`src/rtl/timepulse_gen.sv`:
```
// ---------------------------------------------------------------------------
// timepulse_gen
//
// Memory-cycle timing chain. A one-hot phase ring (PHS) advances on every
// clock while running; each full turn of the phase ring advances a one-hot
// time-pulse ring (T). One full turn of the time-pulse ring is one memory
// cycle, and MCT_END marks its last phase. The block also runs the GOJAM
// restart sequence, stops cleanly at cycle boundaries for monitor stop
// (MSTP) or standby (SBY), and single-steps one memory cycle per STEP edge.
// A free-running scaler (FS) ticks once every SCALER_DIV clocks.
//
// Parameters:
//   NPULSE     time pulses per memory cycle (2..32)
//   NPHASE     clock phases per time pulse (2..8)
//   GOJ_CLKS   clocks GOJAM is held after reset release / GOJ drop (>=1)
//   SCALER_W   scaler counter width
//   SCALER_DIV clocks per scaler increment (>=1)
//
// Ports:
//   CLOCK    system clock, all state changes on its rising edge
//   RESET_   synchronous active-low reset
//   GOJ      restart request, level-sampled, highest priority after reset
//   MSTP     monitor stop, halts at the end of the current memory cycle
//   STEP     single-step request, its rising edge starts one cycle
//   SBY      standby request, halts at cycle end, STEP is then ignored
//   PHS      one-hot phase, zero when not running
//   T        one-hot time pulse, zero when not running
//   MCT_END  last phase of last time pulse
//   STOP     halted because of MSTP
//   STBY     halted because of SBY
//   GOJAM    restart in progress
//   GOJAM_   complement of GOJAM
//   FS       scaler count
//   FS_STB   one-clock strobe on each scaler increment
// ---------------------------------------------------------------------------
module timepulse_gen #(
   parameter int NPULSE     = 12,
   parameter int NPHASE     = 4,
   parameter int GOJ_CLKS   = 8,
   parameter int SCALER_W   = 8,
   parameter int SCALER_DIV = 4
) (
   input  logic                CLOCK,
   input  logic                RESET_,
   input  logic                GOJ,
   input  logic                MSTP,
   input  logic                STEP,
   input  logic                SBY,
   output logic [NPHASE-1:0]   PHS,
   output logic [NPULSE-1:0]   T,
   output logic                MCT_END,
   output logic                STOP,
   output logic                STBY,
   output logic                GOJAM,
   output logic                GOJAM_,
   output logic [SCALER_W-1:0] FS,
   output logic                FS_STB
);

   localparam int JAM_W = (GOJ_CLKS > 1) ? $clog2(GOJ_CLKS) : 1;
   localparam int DIV_W = (SCALER_DIV > 1) ? $clog2(SCALER_DIV) : 1;

   localparam logic [JAM_W-1:0]  JAM_LAST  = JAM_W'(GOJ_CLKS - 1);
   localparam logic [DIV_W-1:0]  DIV_LAST  = DIV_W'(SCALER_DIV - 1);
   localparam logic [NPHASE-1:0] PHS_FIRST = NPHASE'(1);
   localparam logic [NPULSE-1:0] T_FIRST   = NPULSE'(1);

   typedef enum logic [1:0] {
      JAM,
      RUN,
      STEP1,
      HALT
   } state_t;

   state_t            state;
   logic [JAM_W-1:0]  jam_cnt;
   logic              step_q;
   logic              step_rise;
   logic [DIV_W-1:0]  div_cnt;

   // A STEP level held high must only produce one cycle, so only the
   // 0->1 transition between two consecutive samples counts as a request.
   assign step_rise = STEP & ~step_q;

   assign GOJAM_ = ~GOJAM;

   // Previous STEP sample for the edge detector above.
   always_ff @(posedge CLOCK) begin
      if (!RESET_) begin
         step_q <= 1'b0;
      end else begin
         step_q <= STEP;
      end
   end

   // Main sequencer. Reset and GOJ both drop straight into JAM with the
   // hold counter cleared, so the GOJAM hold is always counted from the
   // first edge on which the restart cause has gone away. While running,
   // PHS rotates every clock and T rotates when PHS leaves its last bit;
   // MCT_END is predicted one clock early so it lines up exactly with
   // T[NPULSE-1] & PHS[NPHASE-1]. Stop decisions are taken only on the
   // edge that leaves an MCT_END clock, so a cycle is never cut short.
   always_ff @(posedge CLOCK) begin
      if (!RESET_) begin
         state   <= JAM;
         jam_cnt <= '0;
         PHS     <= '0;
         T       <= '0;
         MCT_END <= 1'b0;
         STOP    <= 1'b0;
         STBY    <= 1'b0;
         GOJAM   <= 1'b1;
      end else if (GOJ) begin
         state   <= JAM;
         jam_cnt <= '0;
         PHS     <= '0;
         T       <= '0;
         MCT_END <= 1'b0;
         STOP    <= 1'b0;
         STBY    <= 1'b0;
         GOJAM   <= 1'b1;
      end else begin
         case (state)
            JAM: begin
               if (jam_cnt == JAM_LAST) begin
                  state <= RUN;
                  T     <= T_FIRST;
                  PHS   <= PHS_FIRST;
                  GOJAM <= 1'b0;
               end else begin
                  jam_cnt <= jam_cnt + 1'b1;
               end
            end

            RUN, STEP1: begin
               if (MCT_END) begin
                  MCT_END <= 1'b0;
                  if (SBY) begin
                     state <= HALT;
                     STBY  <= 1'b1;
                     T     <= '0;
                     PHS   <= '0;
                  end else if (MSTP) begin
                     state <= HALT;
                     STOP  <= 1'b1;
                     T     <= '0;
                     PHS   <= '0;
                  end else begin
                     state <= RUN;
                     T     <= T_FIRST;
                     PHS   <= PHS_FIRST;
                  end
               end else begin
                  PHS <= {PHS[NPHASE-2:0], PHS[NPHASE-1]};
                  if (PHS[NPHASE-1]) begin
                     T <= {T[NPULSE-2:0], T[NPULSE-1]};
                  end
                  MCT_END <= T[NPULSE-1] & PHS[NPHASE-2];
               end
            end

            HALT: begin
               if (!SBY && !MSTP) begin
                  state <= RUN;
                  T     <= T_FIRST;
                  PHS   <= PHS_FIRST;
                  STOP  <= 1'b0;
                  STBY  <= 1'b0;
               end else if (STOP && !SBY && step_rise) begin
                  state <= STEP1;
                  T     <= T_FIRST;
                  PHS   <= PHS_FIRST;
                  STOP  <= 1'b0;
               end
            end

            default: begin
               state <= JAM;
            end
         endcase
      end
   end

   // Free-running scaler. It keeps counting through JAM and HALT and is
   // only held by reset; FS simply rolls over at its width.
   always_ff @(posedge CLOCK) begin
      if (!RESET_) begin
         div_cnt <= '0;
         FS      <= '0;
         FS_STB  <= 1'b0;
      end else if (div_cnt == DIV_LAST) begin
         div_cnt <= '0;
         FS      <= FS + 1'b1;
         FS_STB  <= 1'b1;
      end else begin
         div_cnt <= div_cnt + 1'b1;
         FS_STB  <= 1'b0;
      end
   end

endmodule
```
`config.mk`:
```
export PLATFORM = sky130hd
export DESIGN_NAME = timepulse_gen
export DESIGN_NICKNAME = d
export VERILOG_FILES = /design/src/rtl/timepulse_gen.sv
export SDC_FILE = /design/constraint.sdc
export NUM_CORES = 1
export LEC_CHECK = 0
export CAP_MARGIN = 20
export CORE_ASPECT_RATIO = 2
export CORE_MARGIN = 1
export CORE_UTILIZATION = 53
export CTS_CLUSTER_SIZE = 40
export DETAILED_ROUTE_END_ITERATION = 7
export PLACE_DENSITY = 0.86
export SLEW_MARGIN = 10
export SYNTH_ARGS = -nofsm -noshare
export SYNTH_HDL_FRONTEND = slang
export SYNTH_SLANG_ARGS = --single-unit
```
`constraint.sdc`:
```
create_clock -name CLOCK -period 4.55 [get_ports CLOCK]
set_clock_uncertainty 0.2 [all_clocks]
set_input_delay 0.91 -clock CLOCK [delete_from_list [all_inputs] [get_ports CLOCK]]
set_output_delay 0.91 -clock CLOCK [all_outputs]
set_load 0.01 [all_outputs]
```
# Word-level counts from Yosys, hierarchy flattened
# Cells that the tools add are included.
# Widths: inputs -> output; s select.
# word_totals
word_cells	85
latchBits	0
romBits	0
output_inout_bits	30
n_memories	0
reg_bits	37
ram_bits	0
input_bits	6
# classes
add_sub_neg	3
order_cmp	0
reduce_logical	17
div_mod_pow	0
bitwise	6
mux	34
eq_ne	13
multipliers	0
shift	0
# ops
op	count
$mux 12	5
$pmux 12 s3	1
$mux 4	4
$mux 1	14
$mux 2	6
$ne 2x2->1 const B	6
$pmux 4 s3	1
$add 8x1->8 const B	1
$eq 2x2->1 const B	3
$ne 3x3->1 const B	2
$pmux 2 s3	1
$reduce_and 2->1	3
$reduce_and 3->1	2
$reduce_or 2->1	3
$reduce_and 5->1	1
$not 1->1	4
$pmux 1 s2	2
$reduce_and 4->1	1
$add 3x1->3 const B	1
$eq 3x3->1 const B	1
$logic_and 1x1->1	3
$add 2x1->2 const B	1
$and 1x1->1	2
$eq 2x1->1 const B	1
3 further kinds	4

# Longest topological paths before layout
# Gate-level depths: netlist (run 1).
# depth
word_depth	6
depth_mapped	8
mapped_depth_nobuf	6

# Least setup slack after synthesis (run 1)
# No wires, ideal clock.
# synth_timing
path_type	input-to-reg
startpoint	input port SBY
endpoint	register T[10]
t_arrival_ps	1753
path_stages	5
setup_slack_ps	2526
t_required_ps	4278
cell_sequence	and4bb_4 -> o21bai_4 -> nor2_4 -> buf_6 -> mux2i_1
# synth_via
elab_chain_len	5
# synth_rtl
item	line	text
start: declaration	48	input logic SBY,
$logic_not 1->1 *	163, 169	
$logic_and 1x1->1 (2 in a row)	169	end else if (STOP && !SBY && step_rise) begin
$ne 3x3->1 (no source line)	--	
$reduce_and 3->1 (no source line)	--	
end signal: assignment	156	T <= {T[NPULSE-2:0], T[NPULSE-1]};
end: declaration	50	output logic [NPULSE-1:0] T,
# Every way passes the cells marked *; elsewhere a longest branch is shown, timed or not.
# A chain may end at the register's enable or synchronous reset.

# Worst setup path in the final report (run 1)
# layout_timing
startpoint	input port RESET_
endpoint	register T[2]
# layout_via
elab_chain_len	2
# layout_rtl
item	line	text
start: declaration	44	input logic RESET_,
$not 1->1 (no source line)	--	
$reduce_or 2->1 (no source line)	--	
# Every way passes these cells.

==> results.txt, run 1 <==
----------------------------------------------------
[Drt]
  Final Routed Wirelength ... ~3400 microns
  Total number of vias ... 1379
  Router iterations before antenna repair ... 4
  DR iter-0 viols ... 27
  Number of remaining DRC errors ... 0
  Number of routed nets with antenna violations ... 0
  Via density ... 5.70
  Routed wirelength normalized by instance count ... roughly 14 microns

[Finish]
  Layout cells sized above 1 ... 6.13%
  Synth-to-Final Area Change ... 27.9%
  Count of inserted antenna diode cells ... 0
  NumNets Final ... 224
  Final-layout fill cell count ... 240
  Footprint of the multi-input gates ... 841 sq um
  Register area ... between 700 and 800 sq um

[Pwr]
  Fraction of power spent switching nets ... roughly a fifth
  Internal power ... 0.520 mW
  Leakage power total ... 0.760 nW
  Relative contribution of combinational cells to total power ... approximately 4.0%
  Clk network pwr share ... between 40% and 50%
  Power Density ... 308 nW/um^2
  Sequential Power Share ... about half
  Switching Power ... ~0.13 mW
  Highest ir drop seen on vdd ... 0.280 mV

[Worst setup path]
  Delay of the slowest cell on the worst path ... 0.68 ns
  Critical path launch point type ... input pin
  List of cells traversed by the critical path ... clkdlybuf4s50_1, nand2b_1, nor2_1, nand2_1, mux2i_1
  Data arrival, critical path ... 2.86 ns
  Kind of end point of the critical path ... flip-flop
  Largest delay share family, worst path ... simple AND/OR/NAND/NOR gates
  Crit path required time ... 4.56 ns
  Slowest CP cell ... clkdlybuf4s50_1
  Worst path bufs/invs ... 1
  Crit Path Category ... input pin to flip-flop
  Critical path fanouts, max ... 14

[CTS]
  Clock Sink Count ... 37
  Number of buffers inserted for hold repair after clock tree synthesis ... 0
  Number of setup buffers added after CTS ... 0
  Maximum number of buffers from clock root to sink ... 2
  Clock tree from TritonCTS ... yes
  Worst-skew pair later-pin latency ... 0.29 ns
  Clock transition at the registers of the reported paths ... 0.07 ns
  Maximum level of the CTS H-tree ... 2
  Cell chosen for the clock root ... clkbuf_8
  CTS Buf Count ... 5
  Post-CTS Resized ... 0

[GRT]
  Wire length of the first global-routing pass ... 5710 microns
  Antenna violations before repair ... 0
  Gr ovfl total ... 0
  Via count of the first global-routing pass ... 1325
  Maximum number of pins on one net before global-route repair ... 21
  Aggregate global-route resource usage ... between 20% and 30%

[Timing]
  Count of final hold-check violations ... 0
  Transition time at the pin with the least slew margin ... 0.806 ns
  Final period utilization ... a little over three fifths
  Upper clock frequency limit ... 351 MHz
  Tightest slew margin relative to the limit ... 46.0%
  Setup repair after global routing missed its margin ... no
  Setup violators final ... 0
  Clock period minus worst slack ... about 2.8 ns
  Number of pins exceeding their max-slew limit in the final report ... 0
  Worst Slack Setup Final ... 1.70 ns
  Setup total negative slack ... 0 ns

[Min path]
  Worst hold path type ... flip-flop to flip-flop

[Synth]
  Combined area of all synthesized cells ... 1650 sq um
  Post-synthesis sequential area ratio ... 45.0%
  Post-synthesis instance total ... 177
  Post-Syn Nets ... 190
  Number of flip-flops and latches in the synthesized netlist ... 37
  Synth unique cells ... 35
  Avg Synthesized Cell Area ... 9.31 sq um
  Number of synthesis warnings ... 0

[Placement]
  Number of buffers added on ports ... 35
  Setup slack after placement ... 1.40 ns
  Final weighted congestion of routability-driven global placement ... 0.846
  Half-perimeter wire length after detailed placement ... around 2500 microns

[Floorplanning]
  Top-level I/O count ... 36
  Std-Cell Rows ... 28
  Placeable core area ... 2940 sq um
  Initial cell density of the core ... 56.0%
  Die extent in x ... 41.4 microns
  Y dimension of the die ... 80.9 microns
  Area of the die ... 3350 sq um

[Flow run]
  Max cap viols ... 0

[Status]
  Result of the run ... finished, final reports clean

----------------------------------------------------
## placed cells by master, fill, tap and decap left out
cell and count:
nand3b_1 2, or3_1 2, nor3_1 1, xor2_1 2
nor2_1 10, bufinv_16 1, and2_1 8, nand2_1 32
xnor2_1 4, nor2b_1 4, clkdlybuf4s50_1 35, and4bb_4 1
nand2b_1 3, o21ai_0 10, o21bai_4 1, and3b_1 1
o221a_2 2, mux2i_1 15, nor3b_1 2, buf_4 1
o41ai_1 1, clkbuf_1 1, nand3_1 4, dfxtp_1 37
clkbuf_8 6, inv_1 4, ha_1 7, a211o_1 2
a21oi_1 5, or4_1 1, o21a_1 1, nand4_1 2
a32o_1 1, a21boi_0 2, nor2_4 1
## through the flow
| step | utilization [%] | total power [mW] | std cells | area (sq um) | hold slack, ns |
|---|---|---|---|---|---|
| floorplan | - | 0.353 | 177 | 1650 | 0.203 |
| global placement | 67.7 | 0.362 | 234 | 1990 | 0.211 |
| detailed placement | 67.7 | 0.364 | 234 | 1990 | 0.227 |
| CTS | 71.6 | 0.657 | 242 | 2110 | 0.237 |
| global route | 71.6 | 0.671 | 242 | 2110 | 0.265 |
| finish | 71.6 | 0.649 | 242 | 2110 | 0.237 |
## sequential cells by signal, summed over array words and instances (netlist names), 2 cells and up
name     flops
T           12
FS           8
PHS          4
jam_cnt      3
div_cnt      2
state        2
## final cells by class
| type | instances | share of cell area (%) |
|---|---|---|
| well taps | 30 | 1.78 |
| clock inverters | 1 | 1.42 |
| flip-flops and latches | 37 | 35.1 |
| multi-input cells | 127 | 39.9 |
| clock buffers | 7 | 4.09 |
| inverters | 4 | 0.712 |
| repair buffers | 36 | 17.0 |
## worst reg2reg max path, stage by stage, from the launching register on
cell and delay, ns:
dfxtp_1 0.36, inv_1 0.08, ha_1 0.44, nand2b_1 0.12, nor2_1 0.64, nand2_1 0.16
mux2i_1 0.18
## per-layer routing
layer  GRT usage [%]  vias to the layer above  wire [microns]
met5               0                        -               0
met4            15.2                        0             110
met3            5.56                       13             172
met2            37.3                       55            1770
met1            23.5                      646            1330
li1                -                      665               -
## cell families (layout without fill, tap and decap cells)
family          count (synthesis)  in the layout  synth area share (%)
xor+xnor                        6              6                  3.19
fa+ha+maj                       7              7                  5.31
flops                          37             37                  45.0
compound gates                 25             25                  10.6
buf+inv                        13             48                  4.02
simple gates                   74             74                  22.8
mux                            15             15                  9.11
## synthesized netlist by cell type (all sizes together)
cell    instances  area share, %
nand3b          2           0.91
o21bai          1            1.1
o221a           2            1.4
and2            8            3.0
and4bb          1           0.99
mux2i          15            9.1
or4             1           0.46
clkbuf          3           0.76
nor3b           2           0.91
a21oi           5            1.5
xnor2           4            2.1
ha              7            5.3
o21a            1           0.46
and3b           1           0.53
a211o           2            1.1
nor3            1           0.30
nor2           11            3.0
or3             2           0.76
nand3           4            1.2
o21ai          10            3.0
dfxtp          37             45
inv             4           0.91
nand4           2           0.76
buf             6            2.4
nand2b          3            1.1
nand2          32            7.3
nor2b           4            1.5
xor2            2            1.1
o41ai           1           0.53
a21boi          2           0.91
a32o            1           0.61
## power by group through the flow
stage          sequential (mW)  combinational [mW]  clock [mW]
3_3_place_gp             0.338              0.0242           0
6_report                 0.331              0.0259       0.292
4_1_cts                  0.331              0.0260       0.300
5_1_grt                  0.332              0.0289       0.311
2_1_floorplan            0.339              0.0139           0
3_5_place_dp             0.339              0.0258           0
## path summary, 6_finish.rpt
kind / start / endpoint / slack [ns] / cells past startpoint
worst max-delay path: RESET_ / T[2] / 1.70 / 5
worst min-delay path: div_cnt[0] / div_cnt[0] / 0.24 / 1
worst max register to register: state[0] / T[2] / 2.30 / 6
worst min register to register: div_cnt[0] / div_cnt[0] / 0.24 / 1
No activity file was read; power rests on OpenSTA's default activity.
==> run 2: changes to the inputs <==
--- a/config.mk
+++ b/config.mk
@@ -8,10 +8,10 @@
 export CAP_MARGIN = 20
 export CORE_ASPECT_RATIO = 2
 export CORE_MARGIN = 1
-export CORE_UTILIZATION = 53
+export CORE_UTILIZATION = 45
 export CTS_CLUSTER_SIZE = 40
 export DETAILED_ROUTE_END_ITERATION = 7
-export PLACE_DENSITY = 0.86
+export PLACE_DENSITY = 0.78
 export SLEW_MARGIN = 10
 export SYNTH_ARGS = -nofsm -noshare
 export SYNTH_HDL_FRONTEND = slang
==> constraint.sdc (replaced) <==
create_clock -name CLOCK -period 2.4 [get_ports CLOCK]
set_clock_uncertainty 0.2 [all_clocks]
set_input_delay 0.48 -clock CLOCK [delete_from_list [all_inputs] [get_ports CLOCK]]
set_output_delay 0.48 -clock CLOCK [all_outputs]
set_load 0.01 [all_outputs]
==> run 2 against run 1 <==
Against the previous run:
- count of clock-buffer cells in the layout down 1
- clock power rose by 94%
- first-iteration DRC count grew 11%
- worst setup slack lost 1.4 ns
- register-to-register slack worse by 1.7 ns
- non-clock buffer count rose by 7
- critical path type is now flip-flop to output pin
- critical endpoint is now MCT_END
- largest power group unchanged
- highest routed layer unchanged
==> results.txt, run 2 (synthesis results as in run 1) <==
----------------------------------------------------
[Floorplanning]
  Top-level I/O count ... 36 (unchanged)
  Placeable core area ... 3450 sq um (+17%)
  Area of the die ... 3920 sq um (+17%)
  Initial cell density of the core ... 47.7% (-8.3 points)
  Die extent in x ... 44.8 microns (+8.1%)
  Std-Cell Rows ... 30 (+7.1%)
  Y dimension of the die ... 87.6 microns (+8.3%)

[Drt]
  Routed wirelength normalized by instance count ... 12.3 microns (-12%)
  Via density ... 5.02 (-12%)
  Final Routed Wirelength ... 3290 microns (-3.0%)
  Router iterations before antenna repair ... 4 (unchanged)
  Number of remaining DRC errors ... 0 (unchanged)
  Total number of vias ... 1341 (-2.8%)
  Number of routed nets with antenna violations ... 0 (unchanged)
  DR iter-0 viols ... 30 (+11%)

[Worst setup path]
  Delay of the slowest cell on the worst path ... 0.60 ns (-0.08 ns)
  Kind of end point of the critical path ... output pin
  Reg2Reg Capture Point ... PHS[3]
  Largest delay share family, worst path ... buffers and inverters
  List of cells traversed by the critical path ... clkdlybuf4s50_1
  Worst path bufs/invs ... 1 (unchanged)
  Slowest CP cell ... clkdlybuf4s50_1
  Critical path fanouts, max ... 9 (-5)
  Logic depth of the worst register-to-register path ... 7 (+1)
  Minimum setup slack among reg-to-reg paths ... 0.55 ns (-1.75 ns)
  Critical path launch point type ... flip-flop
  Crit Path Category ... flip-flop to output pin
  Crit path required time ... 1.72 ns (-2.84 ns)
  FF-to-FF Start ... state[0]
  Data arrival, critical path ... 1.39 ns (-1.47 ns)

[Timing]
  Final period utilization ... between 80% and 90%
  Setup total negative slack ... 0 ns (unchanged)
  Count of final hold-check violations ... 0 (unchanged)
  Transition time at the pin with the least slew margin ... 0.328 ns (-0.478 ns)
  Worst Slack Setup Final ... 0.331 ns (-1.37 ns)
  Clock period minus worst slack ... about 2.1 ns
  Setup violators final ... 0 (unchanged)
  Upper clock frequency limit ... 483 MHz
  Number of pins exceeding their max-slew limit in the final report ... 0 (unchanged)
  Setup repair after global routing missed its margin ... no
  Final Hold Slack ... 0.237 ns (-0.000179 ns)
  Tightest slew margin relative to the limit ... 77.9% (+32 points)

[Placement]
  Setup slack after placement ... 0.200 ns (-1.20 ns)
  Half-perimeter wire length after detailed placement ... 2370 microns (-6.2%)
  Number of instances in the placed design ... 259 (+11%)
  Number of buffers added on ports ... 35 (unchanged)
  Standard cell area after detailed placement ... 2080 sq um (+4.4%)
  Final weighted congestion of routability-driven global placement ... 0.770 (-9.0%)

[Pwr]
  Sequential Power Share ... 50.3% (-0.7 points)
  Switching Power ... 0.259 mW (+100%)
  Fraction of power spent switching nets ... 20.8% (+0.89 points)
  Relative contribution of combinational cells to total power ... 4.3% (+0.3 points)
  Highest ir drop seen on vdd ... 0.424 mV (+51%)
  Clk network pwr share ... 45.5% (+0.5 points)
  Internal power ... 0.989 mW (+90%)
  Leakage power total ... 0.795 nW (+4.7%)
  Power Density ... 567 nW/um^2 (+84%)

[CTS]
  Worst-skew pair later-pin latency ... 0.29 ns (about the same)
  Maximum number of buffers from clock root to sink ... 2 (unchanged)
  Number of setup buffers added after CTS ... 0 (unchanged)
  Number of buffers inserted for hold repair after clock tree synthesis ... 0 (unchanged)
  Post-CTS Resized ... 0 (unchanged)
  CTS Buf Count ... 5 (unchanged)
  Clock tree from TritonCTS ... yes
  Clock Sink Count ... 37 (unchanged)
  Clock transition at the registers of the reported paths ... 0.08 ns (about the same)
  Maximum level of the CTS H-tree ... 2 (unchanged)
  Cell chosen for the clock root ... clkbuf_8

[Finish]
  Leading registers by flop count ... T (12), FS (8), PHS (4)
  NumNets Final ... 231 (+3.1%)
  Filler-free cell count of the finished design ... 267 (+10%)
  Layout cells sized above 1 ... 9.59% (+3.5 points)
  Most flop-heavy register ... T
  Synth-to-Final Area Change ... 33.5%
  Count of inserted antenna diode cells ... 0 (unchanged)
  Summed area of non-filler cells in the final layout ... 2200 sq um (+4.3%)
  Most common cell after layout, fill and taps aside ... dfxtp_1
  Commonest non-fill, non-tap cells in the layout ... dfxtp_1, clkdlybuf4s50_1, nand2_1
  Max FFs per register ... 12 (unchanged)

[GRT]
  Gr ovfl total ... 0 (unchanged)
  Aggregate global-route resource usage ... 19.3% (-2.7 points)
  Wire length of the first global-routing pass ... 5600 microns (-1.9%)
  Via count of the first global-routing pass ... 1334 (+0.68%)
  Maximum number of pins on one net before global-route repair ... 21 (unchanged)
  Antenna violations before repair ... 0 (unchanged)

[Min path]
  Worst hold path type ... flip-flop to flip-flop
  Worst hold endpoint ... div_cnt[0]
  Count of cells along the worst hold path ... 1 (unchanged)
  Hold Crit Start ... div_cnt[0]

[Status]
  Result of the run ... finished, final reports clean

[Flow run]
  Max cap viols ... 0 (unchanged)

----------------------------------------------------
run 2: cell count changes in the layout (fill, tap and decap cells not counted):
cell,previous run,this run
buf_12,0,1
buf_4,1,7
clkbuf_1,1,0
clkinvlp_4,0,1
run 2: power groups by stage:
stage	Clock [mW]	Combinational (mW)	Sequential (mW)
after global routing	0.614	0.0593	0.629
after global placement	0	0.0525	0.642
after floorplan	0	0.0264	0.642
after detailed placement	0	0.0535	0.642
final	0.567	0.0532	0.628
after CTS	0.581	0.0540	0.628
run 2: metal layers:
metal / share of wire (%) / wire length, microns / GRT usage [%]
met1: 41 / 1340 / 21.5
met2: 54 / 1780 / 33.7
met3: 3.4 / 113 / 4.33
met4: 1.6 / 54 / 8.82
met5: 0 / 0 / 0
run 2: per-stage QoR:
stage | power (mW) | utilization, %
after floorplan | 0.668 | -
final | 1.25 | 63.7
after detailed placement | 0.696 | 60.2
after global routing | 1.30 | 63.7
after global placement | 0.694 | 60.2
after CTS | 1.26 | 63.7
run 2: worst max-delay path by stage:
stage,startpoint,to,slack (ns),cells after the start
2_1_floorplan,jam_cnt[0],state[0],0.59,6
3_3_place_gp,SBY,state[0],0.22,5
3_5_place_dp,SBY,state[0],0.20,5
4_1_cts,MCT_END,MCT_END,0.33,1
5_1_grt,MCT_END,MCT_END,0.28,1
6_report,MCT_END,MCT_END,0.33,1
run 2: final cells by class:
cell class	count	area (sq um)
clock inverters	2	37.5
fillers	319	1250
well taps	48	60.1
repair buffers	43	423
clock buffers	6	82.6
multi-input cells	127	841
flip-flops and latches	37	741
inverters	4	15.0
==> run 3: changes to the inputs <==
--- a/config.mk
+++ b/config.mk
@@ -6,13 +6,13 @@
 export NUM_CORES = 1
 export LEC_CHECK = 0
 export CAP_MARGIN = 20
-export CORE_ASPECT_RATIO = 2
+export CORE_ASPECT_RATIO = 1.75
 export CORE_MARGIN = 1
 export CORE_UTILIZATION = 45
 export CTS_CLUSTER_SIZE = 40
 export DETAILED_ROUTE_END_ITERATION = 7
 export PLACE_DENSITY = 0.78
-export SLEW_MARGIN = 10
+export SLEW_MARGIN = 5
 export SYNTH_ARGS = -nofsm -noshare
 export SYNTH_HDL_FRONTEND = slang
 export SYNTH_SLANG_ARGS = --single-unit
==> run 3 against run 2 <==
Against the previous run:
- clock power shrank 4.4%
- critical path depth is the same
- register-to-register slack got worse by 0.11 ns
- flip-flop and latch count stayed put
- sequential share of layout area grew 0.25 points
- final cell count shrank 1.5%
- utilization down 0.10 points
- sequential power hardly changed
- critical path type unchanged
- largest cell class unchanged
==> results.txt, run 3 (synthesis results as in run 1) <==
----------------------------------------------------
[Timing]
  Clock period minus worst slack ... 2.07 ns (-0.00337 ns)
  Number of pins exceeding their max-slew limit in the final report ... 0 (unchanged)
  Setup total negative slack ... 0 ns (unchanged)
  Setup repair after global routing missed its margin ... no
  Final period utilization ... 86.1% (-0.14 points)
  Count of final hold-check violations ... 0 (unchanged)
  Setup violators final ... 0 (unchanged)
  Transition time at the pin with the least slew margin ... 0.428 ns (+0.0998 ns)
  Upper clock frequency limit ... 484 MHz (+0.16%)
  Tightest slew margin relative to the limit ... 71.4% (-6.5 points)

[Placement]
  Final weighted congestion of routability-driven global placement ... 0.771 (+0.17%)
  Half-perimeter wire length after detailed placement ... 2310 microns (-2.4%)
  Number of instances in the placed design ... 255 (-1.5%)
  Number of buffers added on ports ... 35 (unchanged)

[CTS]
  Clock tree from TritonCTS ... yes
  Cell chosen for the clock root ... clkbuf_8
  Post-CTS Resized ... 0 (unchanged)
  CTS Buf Count ... 5 (unchanged)
  Number of buffers inserted for hold repair after clock tree synthesis ... 0 (unchanged)
  Number of setup buffers added after CTS ... 0 (unchanged)
  Clock transition at the registers of the reported paths ... 0.08 ns (about the same)
  Maximum level of the CTS H-tree ... 2 (unchanged)
  Clock Sink Count ... 37 (unchanged)
  Maximum number of buffers from clock root to sink ... 2 (unchanged)
  Worst-skew pair later-pin latency ... 0.29 ns (about the same)

[Worst setup path]
  Critical path fanouts, max ... 9 (unchanged)
  Worst path bufs/invs ... 1 (unchanged)
  Crit path required time ... 1.72 ns (about the same)
  Crit Path Category ... flip-flop to output pin
  Data arrival, critical path ... 1.39 ns (about the same)
  FF-to-FF Start ... jam_cnt[0]
  Slowest CP cell ... clkdlybuf4s50_1
  Number of logic stages on the critical path including buffering ... 1 (unchanged)
  Minimum setup slack among reg-to-reg paths ... 0.44 ns (-0.11 ns)
  Delay of the slowest cell on the worst path ... 0.60 ns (about the same)
  Kind of end point of the critical path ... output pin
  Logic depth of the worst register-to-register path ... 6 (-1)
  List of cells traversed by the critical path ... clkdlybuf4s50_1
  Critical path launch point type ... flip-flop
  Largest delay share family, worst path ... buffers and inverters
  Reg2Reg Capture Point ... state[0]

[Drt]
  Via density ... 5.08 (+1.1%)
  Router iterations before antenna repair ... 4 (unchanged)
  Number of routed nets with antenna violations ... 0 (unchanged)
  Final Routed Wirelength ... 3230 microns (-1.8%)
  Number of remaining DRC errors ... 0 (unchanged)
  Total number of vias ... 1336 (-0.37%)
  DR iter-0 viols ... 33 (+10%)
  Routed wirelength normalized by instance count ... 12.3 microns (-0.27%)

[Min path]
  Count of cells along the worst hold path ... 1 (unchanged)
  Hold Crit Start ... div_cnt[0]
  Worst hold path type ... flip-flop to flip-flop
  Worst hold endpoint ... div_cnt[0]

[Pwr]
  Power Density ... 560 nW/um^2 (-1.4%)
  Highest ir drop seen on vdd ... 0.493 mV (+16%)
  Final Total Pwr ... 1.22 mW (-2.1%)
  Leakage power total ... 0.787 nW (-0.99%)

[Status]
  Result of the run ... finished, final reports clean

[GRT]
  Maximum number of pins on one net before global-route repair ... 21 (unchanged)
  Gr ovfl total ... 0 (unchanged)
  Wire length of the first global-routing pass ... 5200 microns (-7.1%)
  Via count of the first global-routing pass ... 1243 (-6.8%)
  Antenna violations before repair ... 0 (unchanged)
  Aggregate global-route resource usage ... 18.7% (-0.66 points)

[Finish]
  NumNets Final ... 230 (-0.43%)
  Layout cells sized above 1 ... 9.17% (-0.41 points)
  Leading registers by flop count ... T (12), FS (8), PHS (4)
  Filler-free cell count of the finished design ... 263 (-1.5%)
  Final standard cell utilization of the core ... 63.6% (-0.10 points)
  Count of inserted antenna diode cells ... 0 (unchanged)
  Most flop-heavy register ... T
  Synth-to-Final Area Change ... 32.5%
  Max FFs per register ... 12 (unchanged)
  Most common cell after layout, fill and taps aside ... dfxtp_1
  Commonest non-fill, non-tap cells in the layout ... dfxtp_1, clkdlybuf4s50_1, nand2_1

[Floorplanning]
  Placeable core area ... 3430 sq um (-0.58%)
  Std-Cell Rows ... 28 (-6.7%)
  Area of the die ... 3920 sq um (-0.13%)
  Die extent in x ... 47.7 microns (+6.6%)
  Initial cell density of the core ... 48.0% (+0.28 points)
  Top-level I/O count ... 36 (unchanged)
  Y dimension of the die ... 82.1 microns (-6.3%)

[Flow run]
  Max cap viols ... 0 (unchanged)

----------------------------------------------------
==> run 3: cell type report <==
class | count | area [sq um]
Timing Repair Buffer | 42 | 415
Multi-Input combinational cell | 127 | 841
Clock buffer | 5 | 68.8
Inverter | 4 | 15.0
Clock inverter | 3 | 46.3
Tap cell | 45 | 56.3
Sequential cell | 37 | 741
Fill cell | 320 | 1250
==> run 3: how the worst max path moves through the flow <==
stage                           from  slack (ns)       end
after floorplan           jam_cnt[0]        0.59  state[0]
after global placement          MSTP        0.23      T[7]
after detailed placement        MSTP        0.19      T[8]
after CTS                    MCT_END        0.34   MCT_END
after global routing      jam_cnt[0]        0.28    PHS[0]
final                        MCT_END        0.33   MCT_END
==> run 3: layer usage <==
layer  share of wire (%)  track usage (%)  vias up
li1                    -                -      677
met1                  42             19.9      628
met2                  53             31.8       26
met3                 3.5             5.93        5
met4                 1.4             8.33        0
met5                   0                0        -
==> run 3: per-stage QoR <==
step | hold slack, ns | setup WS, ns | cell area, sq um
2_1_floorplan | 0.203 | 0.590 | 1650
3_3_place_gp | 0.216 | 0.235 | 2070
6_report | 0.235 | 0.334 | 2180
4_1_cts | 0.237 | 0.344 | 2180
3_5_place_dp | 0.219 | 0.187 | 2070
5_1_grt | 0.263 | 0.283 | 2180
==> run 3: where the power goes <==
part / internal [mW] / leakage (nW) / switching, mW
Combinational: 0.0275 / 0.434 / 0.0246
Clock: 0.311 / 0.0543 / 0.231
Sequential: 0.623 / 0.299 / 0.00544
Total: 0.961 / 0.787 / 0.261
